### config.mk
export PLATFORM = sky130hd
export DESIGN_NAME = exec_muldiv_unit
export DESIGN_NICKNAME = d
export VERILOG_FILES = /design/src/rtl/muldiv_pkg.sv /design/src/rtl/muldiv_special_case.sv /design/src/rtl/exec_muldiv_unit.sv
export SDC_FILE = /design/constraint.sdc
export NUM_CORES = 2
export LEC_CHECK = 0
export BUFFER_PORTS_ARGS = -buffer_cell sky130_fd_sc_hd__buf_2
export CORE_ASPECT_RATIO = 0.75
export CORE_MARGIN = 2
export CORE_UTILIZATION = 53
export CTS_CLUSTER_SIZE = 10
export DETAILED_ROUTE_END_ITERATION = 8
export GPL_TIMING_DRIVEN = 0
export PLACE_DENSITY = 0.76
export SYNTH_ARGS = -nofsm -noshare
export SYNTH_HDL_FRONTEND = slang
export SYNTH_SLANG_ARGS = --single-unit
### constraint.sdc
create_clock -name i_clk -period 7.2 [get_ports i_clk]
set_input_delay 0.72 -clock i_clk [delete_from_list [all_inputs] [get_ports i_clk]]
set_output_delay 0.72 -clock i_clk [all_outputs]
set_load 0.01 [all_outputs]
### src/rtl/muldiv_pkg.sv
// Shared types and helpers for the iterative RV64M multiply/divide unit.
package muldiv_pkg;

    typedef enum logic [1:0] {
        IDLE,
        CALC,
        FIX,
        DONE
    } state_e;

    localparam logic [2:0] F3_MUL    = 3'b000;
    localparam logic [2:0] F3_MULH   = 3'b001;
    localparam logic [2:0] F3_MULHSU = 3'b010;
    localparam logic [2:0] F3_MULHU  = 3'b011;
    localparam logic [2:0] F3_DIV    = 3'b100;
    localparam logic [2:0] F3_DIVU   = 3'b101;
    localparam logic [2:0] F3_REM    = 3'b110;
    localparam logic [2:0] F3_REMU   = 3'b111;

    // Wide enough for the double-width product; callers truncate with a cast.
    localparam int NEG_W = 128;
    typedef logic [NEG_W-1:0] neg_t;

    function automatic neg_t cond_negate(input neg_t value, input logic negate);
        return negate ? (~value + neg_t'(1)) : value;
    endfunction

endpackage

### src/rtl/muldiv_special_case.sv
// Divide-by-zero and signed-overflow detection with their architectural results,
// for full-width or word (low-half, sign-extended) operation.
module muldiv_special_case
    import muldiv_pkg::*;
#(
    parameter int DATA_WIDTH = 64
) (
    input  logic [2:0]            i_func3,
    input  logic                  i_word,
    input  logic [DATA_WIDTH-1:0] i_rs1_data,
    input  logic [DATA_WIDTH-1:0] i_rs2_data,
    output logic                  o_special,
    output logic [DATA_WIDTH-1:0] o_result
);

    localparam int HW = DATA_WIDTH / 2;

    logic                  is_div;
    logic                  is_signed;
    logic                  is_rem;
    logic                  div_zero;
    logic                  overflow;
    logic [DATA_WIDTH-1:0] dividend;
    logic [DATA_WIDTH-1:0] most_neg;

    always_comb begin
        is_div    = i_func3[2];
        is_signed = ~i_func3[0];
        is_rem    = i_func3[1];
        if (i_word) begin
            dividend = {{HW{i_rs1_data[HW-1]}}, i_rs1_data[HW-1:0]};
            most_neg = {{(HW+1){1'b1}}, {(HW-1){1'b0}}};
            div_zero = (i_rs2_data[HW-1:0] == '0);
            overflow = (i_rs1_data[HW-1:0] == {1'b1, {(HW-1){1'b0}}})
                    && (i_rs2_data[HW-1:0] == '1);
        end else begin
            dividend = i_rs1_data;
            most_neg = {1'b1, {(DATA_WIDTH-1){1'b0}}};
            div_zero = (i_rs2_data == '0);
            overflow = (i_rs1_data == most_neg) && (i_rs2_data == '1);
        end

        o_special = is_div && (div_zero || (is_signed && overflow));
        o_result  = '0;
        if (div_zero) begin
            o_result = is_rem ? dividend : '1;
        end else if (overflow) begin
            o_result = is_rem ? '0 : most_neg;
        end
    end

endmodule

### src/rtl/exec_muldiv_unit.sv
// Iterative RV64M multiply/divide unit: radix-2 shift-add multiply, restoring divide.
// Define MULDIV_WORD_OPS_EN to enable the RV64 *W variants selected by i_word.
module exec_muldiv_unit
    import muldiv_pkg::*;
#(
    parameter int DATA_WIDTH = 64,
    parameter int CNT_WIDTH  = 6
) (
    input  logic                  i_clk,
    input  logic                  i_rst,
    input  logic                  i_start,
    input  logic                  i_flush,
    input  logic [2:0]            i_func3,
    input  logic                  i_word,
    input  logic [DATA_WIDTH-1:0] i_rs1_data,
    input  logic [DATA_WIDTH-1:0] i_rs2_data,
    output logic                  o_stall,
    output logic                  o_busy,
    output logic                  o_done,
    output logic [DATA_WIDTH-1:0] o_result
);

    localparam int W   = DATA_WIDTH;
    localparam int HW  = DATA_WIDTH / 2;
    localparam int DW2 = 2 * DATA_WIDTH;
    localparam logic [CNT_WIDTH-1:0] LAST_FULL = CNT_WIDTH'(W - 1);
    localparam logic [CNT_WIDTH-1:0] LAST_WORD = CNT_WIDTH'(HW - 1);

    state_e               state_q, state_d;
    logic [CNT_WIDTH-1:0] cnt_q, cnt_d;
    logic [2:0]           func3_q, func3_d;
    logic                 word_q, word_d;
    logic                 sign_a_q, sign_a_d;
    logic                 sign_b_q, sign_b_d;
    logic [W-1:0]         opa_q, opa_d;
    logic [W-1:0]         opb_q, opb_d;
    logic [W-1:0]         shift_q, shift_d;
    logic [DW2-1:0]       acc_q, acc_d;
    logic [W-1:0]         result_q, result_d;
    logic                 done_q, done_d;

    logic word_en;
`ifdef MULDIV_WORD_OPS_EN
    assign word_en = i_word;
`else
    logic word_unused;
    assign word_en     = 1'b0;
    assign word_unused = i_word;
`endif

    logic         spec_hit;
    logic [W-1:0] spec_result;

    muldiv_special_case #(.DATA_WIDTH(W)) u_special (
        .i_func3    (i_func3),
        .i_word     (word_en),
        .i_rs1_data (i_rs1_data),
        .i_rs2_data (i_rs2_data),
        .o_special  (spec_hit),
        .o_result   (spec_result)
    );

    // NOTE: synchronous reset clears the datapath registers too, so an aborted
    // operation leaves no stale operands, flags or result behind.
    always_ff @(posedge i_clk) begin
        if (i_rst) begin
            state_q  <= IDLE;
            cnt_q    <= '0;
            func3_q  <= '0;
            word_q   <= 1'b0;
            sign_a_q <= 1'b0;
            sign_b_q <= 1'b0;
            opa_q    <= '0;
            opb_q    <= '0;
            shift_q  <= '0;
            acc_q    <= '0;
            result_q <= '0;
            done_q   <= 1'b0;
        end else begin
            state_q  <= state_d;
            cnt_q    <= cnt_d;
            func3_q  <= func3_d;
            word_q   <= word_d;
            sign_a_q <= sign_a_d;
            sign_b_q <= sign_b_d;
            opa_q    <= opa_d;
            opb_q    <= opb_d;
            shift_q  <= shift_d;
            acc_q    <= acc_d;
            result_q <= result_d;
            done_q   <= done_d;
        end
    end

    always_comb begin
        // NOTE: defaults first so no path through this block infers a latch.
        state_d = state_q;
        cnt_d   = cnt_q;
        unique case (state_q)
            IDLE: begin
                if (i_start) begin
                    state_d = spec_hit ? DONE : CALC;
                    cnt_d   = '0;
                end
            end
            CALC: begin
                cnt_d = cnt_q + 1'b1;
                if (cnt_q == (word_q ? LAST_WORD : LAST_FULL)) begin
                    state_d = FIX;
                end
            end
            FIX:     state_d = DONE;
            DONE:    state_d = IDLE;
            default: state_d = IDLE;
        endcase
        if (i_flush) begin
            state_d = IDLE;
            cnt_d   = '0;
        end
    end

    // Operand preparation for the instruction currently presented.
    logic         in_mul, in_signed_a, in_signed_b, in_neg_a, in_neg_b;
    logic [W-1:0] ext_a, ext_b, abs_a, abs_b, first_shift;

    always_comb begin
        in_mul      = ~i_func3[2];
        in_signed_a = (i_func3 == F3_MULH) || (i_func3 == F3_MULHSU)
                   || (i_func3 == F3_DIV)  || (i_func3 == F3_REM);
        in_signed_b = (i_func3 == F3_MULH) || (i_func3 == F3_DIV) || (i_func3 == F3_REM);
        ext_a       = i_rs1_data;
        ext_b       = i_rs2_data;
        if (word_en) begin
            // Word multiplies keep only the low half, so they run unsigned.
            in_signed_a = in_signed_a && !in_mul;
            in_signed_b = in_signed_b && !in_mul;
            ext_a = {{HW{in_signed_a & i_rs1_data[HW-1]}}, i_rs1_data[HW-1:0]};
            ext_b = {{HW{in_signed_b & i_rs2_data[HW-1]}}, i_rs2_data[HW-1:0]};
        end
        in_neg_a    = in_signed_a & ext_a[W-1];
        in_neg_b    = in_signed_b & ext_b[W-1];
        abs_a       = W'(cond_negate(neg_t'(ext_a), in_neg_a));
        abs_b       = W'(cond_negate(neg_t'(ext_b), in_neg_b));
        first_shift = in_mul ? abs_b : abs_a;
        if (word_en) begin
            first_shift = first_shift << HW;
        end
    end

    // One iteration step and the sign/half fix-up of the finished value.
    logic [W:0]     rem_shift, trial;
    logic [DW2-1:0] prod;
    logic [W-1:0]   quo, rem, fix_full, fix_result;

    always_comb begin
        rem_shift = {acc_q[W-1:0], shift_q[W-1]};
        trial     = rem_shift - {1'b0, opb_q};
        prod      = DW2'(cond_negate(neg_t'(acc_q), sign_a_q ^ sign_b_q));
        quo       = W'(cond_negate(neg_t'(shift_q), sign_a_q ^ sign_b_q));
        rem       = W'(cond_negate(neg_t'(acc_q[W-1:0]), sign_a_q));
        if (!func3_q[2]) begin
            fix_full = (func3_q == F3_MUL || word_q) ? prod[W-1:0] : prod[DW2-1:W];
        end else begin
            fix_full = func3_q[1] ? rem : quo;
        end
        fix_result = word_q ? {{HW{fix_full[HW-1]}}, fix_full[HW-1:0]} : fix_full;
    end

    always_comb begin
        func3_d  = func3_q;
        word_d   = word_q;
        sign_a_d = sign_a_q;
        sign_b_d = sign_b_q;
        opa_d    = opa_q;
        opb_d    = opb_q;
        shift_d  = shift_q;
        acc_d    = acc_q;
        result_d = result_q;

        if (state_q == IDLE && i_start && !i_flush) begin
            func3_d  = i_func3;
            word_d   = word_en;
            sign_a_d = in_neg_a;
            sign_b_d = in_neg_b;
            opa_d    = abs_a;
            opb_d    = abs_b;
            shift_d  = first_shift;
            acc_d    = '0;
        end else if (state_q == CALC) begin
            if (!func3_q[2]) begin
                acc_d   = {acc_q[DW2-2:0], 1'b0} + (shift_q[W-1] ? {{W{1'b0}}, opa_q} : '0);
                shift_d = shift_q << 1;
            end else begin
                acc_d   = {{W{1'b0}}, trial[W] ? rem_shift[W-1:0] : trial[W-1:0]};
                shift_d = {shift_q[W-2:0], ~trial[W]};
            end
        end

        if (state_d == DONE) begin
            result_d = (state_q == FIX) ? fix_result : spec_result;
        end
        done_d = (state_d == DONE);
    end

    always_comb begin
        o_done   = done_q;
        o_result = result_q;
        o_busy   = (state_q == CALC) || (state_q == FIX);
        o_stall  = i_start & ~done_q;
    end

endmodule

Yosys cells after proc, flatten, opt, wreduce, memory -nomap -nowiden
Index checks and enable logic that the tools add are counted.

Input bits: 136. Output and inout port bits: 67. Register bits after elaboration: 398.

Add/subtract/negate cells: 8. Muxes and demuxes: 27. Reduce and logical (&&, ||, !) cells: 21. Equality and inequality tests: 12. Bitwise operators: 12.

Operator list (number): $mux 64 (17); $add 64x1->64 const B (4); $mux 128 (2); $not 64->64 (4); $add 128x1->128 const B (1); $add 128x64->128 (1); $eq 64x64->1 const B (2); $not 128->128 (1); $sub 65x64->65 (1); $logic_not 64->1 (1); $pmux 6 s2 (1); $mux 2 (4); $pmux 2 s4 (1); $logic_or 1x1->1 (7); $add 6x1->6 const B (1); $eq 2x2->1 const B (3); $eq 3x3->1 const B (2); $eq 6x6->1 const B (1); $mux 6 (1); $logic_and 1x1->1 (5); $reduce_bool 2->1 (2); $reduce_or 2->1 (2); $and 1x1->1 (3); $eq 3x1->1 const B (1); other kinds (10) (12).

Logic depth before layout (Yosys ltp)
Word-level depth: 10. Depth in mapped cells: 18.

Cells and area by module
A second synthesis with hierarchy kept.

Cell total of the unflattened synthesis: 5174. Area total of the unflattened synthesis: 36329.8 µm².

Modules (own cells, without submodules): exec_muldiv_unit (times used 1, cells an instance 4941, area each 34899.7 µm², sequential area each 7967.6 µm²); muldiv_special_case (times used 1, cells an instance 233, area each 1430.1 µm², sequential area each 0.0 µm²).

Worst setup path after synthesis
No wires, ideal clock.

Path kind: register -> register. Start: register shift_q[63]. End: register acc_q[101]. Path slack: 3230 ps. Required time: 7126 ps. Data arrival time: 3895 ps. Path buffers: 3. Clock period less this slack: 3970 ps. Cell stages (with the launch flop): 19. Path through: dfxtp_1 -> clkbuf_1 -> clkbuf_1 -> and2_1 -> ha_1 -> inv_1 -> fa_1 -> nand2b_1 -> a21oi_1 -> o211a_1 -> o211a_1 -> o31ai_1 -> a2111oi_0 -> o21ai_0 -> clkbuf_1 -> nor4_1 -> nand3_1 -> xor2_1 -> o21ai_0.

Longest elaborated chain between the ends: 3.

Ends and longest elaborated chain: start, declared (line exec_muldiv_unit.sv:37) `logic [W-1:0] shift_q, shift_d;`; start signal, assigned (line exec_muldiv_unit.sv:88) `shift_q <= shift_d;`; $mux 64 (line exec_muldiv_unit.sv:191) `acc_d = {acc_q[DW2-2:0], 1'b0} + (shift_q[W-1] ? {{W{1'b0}}, opa_q} : '0);`; $add 128x64->128 (line exec_muldiv_unit.sv:191); $mux 128 (line exec_muldiv_unit.sv:190) `if (!func3_q[2]) begin`; end signal, assigned (line exec_muldiv_unit.sv:76) `acc_q <= '0;`; end signal, assigned (line exec_muldiv_unit.sv:89) `acc_q <= acc_d;`; end, declared (line exec_muldiv_unit.sv:38) `logic [DW2-1:0] acc_q, acc_d;`.

Every way passes these cells. A chain may end at the register's enable or synchronous reset.

Worst setup path after layout
Start: register shift_q[63]. End: register acc_q[123].

The elaborated chain is that of the path after synthesis.

==> out/metrics.cfg <==
[critical_path]
path_buf_inv = 4
end_kind = register
criticalPathCategory = reg2reg
critical-path-top-delay-family = compound AO/OA/AOI/OAI gates
r2r_setup_slack_ps = -230
max_stage_delay_ps = 1200
r2r-end = acc_q[123]
reg2reg_depth = 18
r2r-start = shift_q[63]
cp_max_fo = 10
critPathLaunchType = register
worstPathCellList = clkbuf_1 -> clkbuf_1 -> and2_1 -> ha_1 -> inv_1 -> fa_1 -> nand2b_1 -> a21oi_1 -> o211a_1 -> o211a_1 -> o31ai_1 -> a2111oi_2 -> o21ai_0 -> clkbuf_1 -> nor2_1 -> nand3b_1 -> xor2_1 -> o21ai_0
cp_common_cell = clkbuf_1
worst_ep_arrival_time_ps = 7990
cp.required_ps = 7750
cp_slowest_cell = nor2_1

[hold_path]
hold_depth = 3
hold_class = in2reg
min-delay-start = i_rs1_data[11]
holdPathEnd = opa_q[11]

[global_route]
grt_max_degree = 14
track_usage_pct = 54.6
antenna_found_initial = 12
grt_pass1_vias = 38786
grt.overflow.total = 0
grt_first_pass_wirelength_um = 275000

[synth]
yosys.area.top_type = dfxtp_1
netlist_area_um2 = 35700
synth-edff-count = 0
yosys_warnings = 0
synth-main-ff-cell = dfxtp_1
synth_area_per_cell_um2 = 7.23
synthTopCellsByArea = dfxtp_1 22%, xnor2_1 6.9%, o21ai_0 6.7%, xor2_1 5.6%, nand2_1 5.2%
synth.distinct_cells = 95
synth_nets = 5212
synth_cells = 4938
yosysSeqAreaShare_pct = 22.3
synthArstFlopShare_pct = 0
yosysMostFrequentCell = nand2_1
synthTopCellsByCount = 496 x nand2_1, 479 x o21ai_0, 431 x nor2_1, 398 x dfxtp_1, 350 x a21oi_1
yosysTopAreaCellShare_pct = 22.3
synth.ff_latch_count = 398

[clocking]
cts_root_buf = clkbuf_16
postCtsHoldBufs = 0
cts_htree_levels = 2
clockBufferDepth = 3
cts.sinks = 398
cts_made_buffers = 47
ctsResizeCount = 0
post-cts-setup-buffer-count = 0
clk_pin_slew_worst_paths_ps = 60
cts_tree = done
clk-insertion-delay-late_ps = 660

[final_layout]
seqCellArea_um2 = 7970
drive_above_1_share_pct = 7.79
multi_input_area_um2 = 25700
fill_cells = 6503
nNetsFinal = 5460
post-route-util_pct = 58.8
area_growth_pct = 9.86

[sta]
tns_ps = -1280
tightest_slew_ps = 1640
fin_ws_ps = -234
fin_crit_ps = 7430
rsz0062_at_grt = false
maxSlewViolCount = 57
finalHoldViolCount = 0
fin_crit_sh_pct = 103
finClkSkew_ps = 41.4
relSlewSlack_pct = -10.5
setup_viol = 8
hold_slack_ps = 443
max_freq_mhz = 135

[flow_run]
maxCapViolCount = 9

[floorplan]
die_area_um2 = 69500
fp-row-count = 82
ioPinCount = 203
initial_utilization_pct = 53.5
die_height_um = 229
core_area_um2 = 66700
die_x_um = 304

[detailed_routing]
met1_length_um = 77400
antenna_left = 0
drtIter0Drc = 9356
viasPerCell = 7.26
met2_length_um = 68400
drcViolationCount = 0
dr_total_vias = 44190
wl_met3_um = 41500
routed_wl_um = 201000
topRoutingLayerUsed = met5
dr.pass1.iters = 9
wl_per_cell_um = 32.9

[placed_design]
numPortBuffers = 198
dp_hpwl_um = 161000
place_congestion = 1.21

[pwr]
max-vdd-ir-drop_mv = 0.165
p_leak_uw = 0.0151
p_per_area_nw_per_um2 = 194
total_power_uw = 7620

[run_status]
violations = max-capacitance violations, max-slew violations, negative setup slack
status = finished with violations

-- state kept, by name, indices dropped and copies added, names as in the netlist --
register,cells
state_q,2
o_done,1
opa_q,64
sign_b_q,1
opb_q,64
o_result,64
sign_a_q,1
acc_q,128
shift_q,64
func3_q,3
cnt_q,6
-- worst register-to-register path, delay by kind of cell, from the launching register on --
family	cells	cell delay [ps]
flip-flops	1	350
XOR/XNOR	1	210
adder cells (fa/ha/maj)	2	580
AO/OA/AOI/OAI	7	2580
AND/OR/NAND/NOR	4	1890
buffers and inverters	4	1720
-- stage by stage --
stage,cells,setup slack [ps],instance area (um2)
finish,6089,-234,39200
global route,6083,98.6,39200
CTS,6082,677,39200
detailed placement,6018,722,37800
global placement,6018,-224,37800
floorplan,4938,3230,35700
-- routing by layer --
metal	GRT usage (%)	vias up
met5	2.87	-
met4	26.8	22
met3	33.5	872
met2	66.3	4272
met1	72.8	20688
li1	-	18336
-- cell families after synthesis --
group	Yosys count	share of synthesized area, %
XOR/XNOR	510	12.5
AO/OA/AOI/OAI	1534	26.8
flip-flops	398	22.3
AND/OR/NAND/NOR	1687	23.7
buffers and inverters	534	5.94
multiplexers	137	3.88
adder cells (fa/ha/maj)	138	4.88
-- worst max path at each step --
stage	start	to	slack, ps	cells after the start
3_3_place_gp	shift_q[63]	acc_q[97]	-220	18
3_5_place_dp	shift_q[63]	acc_q[123]	720	18
4_1_cts	shift_q[63]	acc_q[123]	680	18
6_report	shift_q[63]	acc_q[123]	-230	18
2_1_floorplan	shift_q[63]	acc_q[101]	3230	18
5_1_grt	shift_q[63]	acc_q[123]	100	18
-- cells in the final DEF (no fill, tap or decap), drive strengths merged, types with 136 or more instances in the layout --
cell and instances:
dfxtp 398, o21ai 489, nor3 148, xor2 230
clkbuf 385, nor2 432, nand2 497, buf 265
xnor2 280, inv 143, ha 136, a21oi 351
-- cell type report --
| type | instances | area share [%] |
|---|---|---|
| diodes | 6 | 0.0383 |
| plain buffers | 391 | 4.04 |
| clock buffers | 60 | 3.25 |
| clock inverters | 4 | 0.207 |
| inverters | 143 | 1.37 |
| multi-input cells | 4006 | 65.4 |
| flip-flops and latches | 398 | 20.3 |
| well taps | 882 | 2.81 |
| repair buffers | 199 | 2.56 |
-- power by group --
group / switching, uW / leakage (uW) / internal, uW
Clock: 1070 / 0.000660 / 1260
Combinational: 2050 / 0.0112 / 809
Sequential: 111 / 0.00324 / 2300
Total: 3240 / 0.0151 / 4380
No activity file was read; power rests on OpenSTA's default activity.
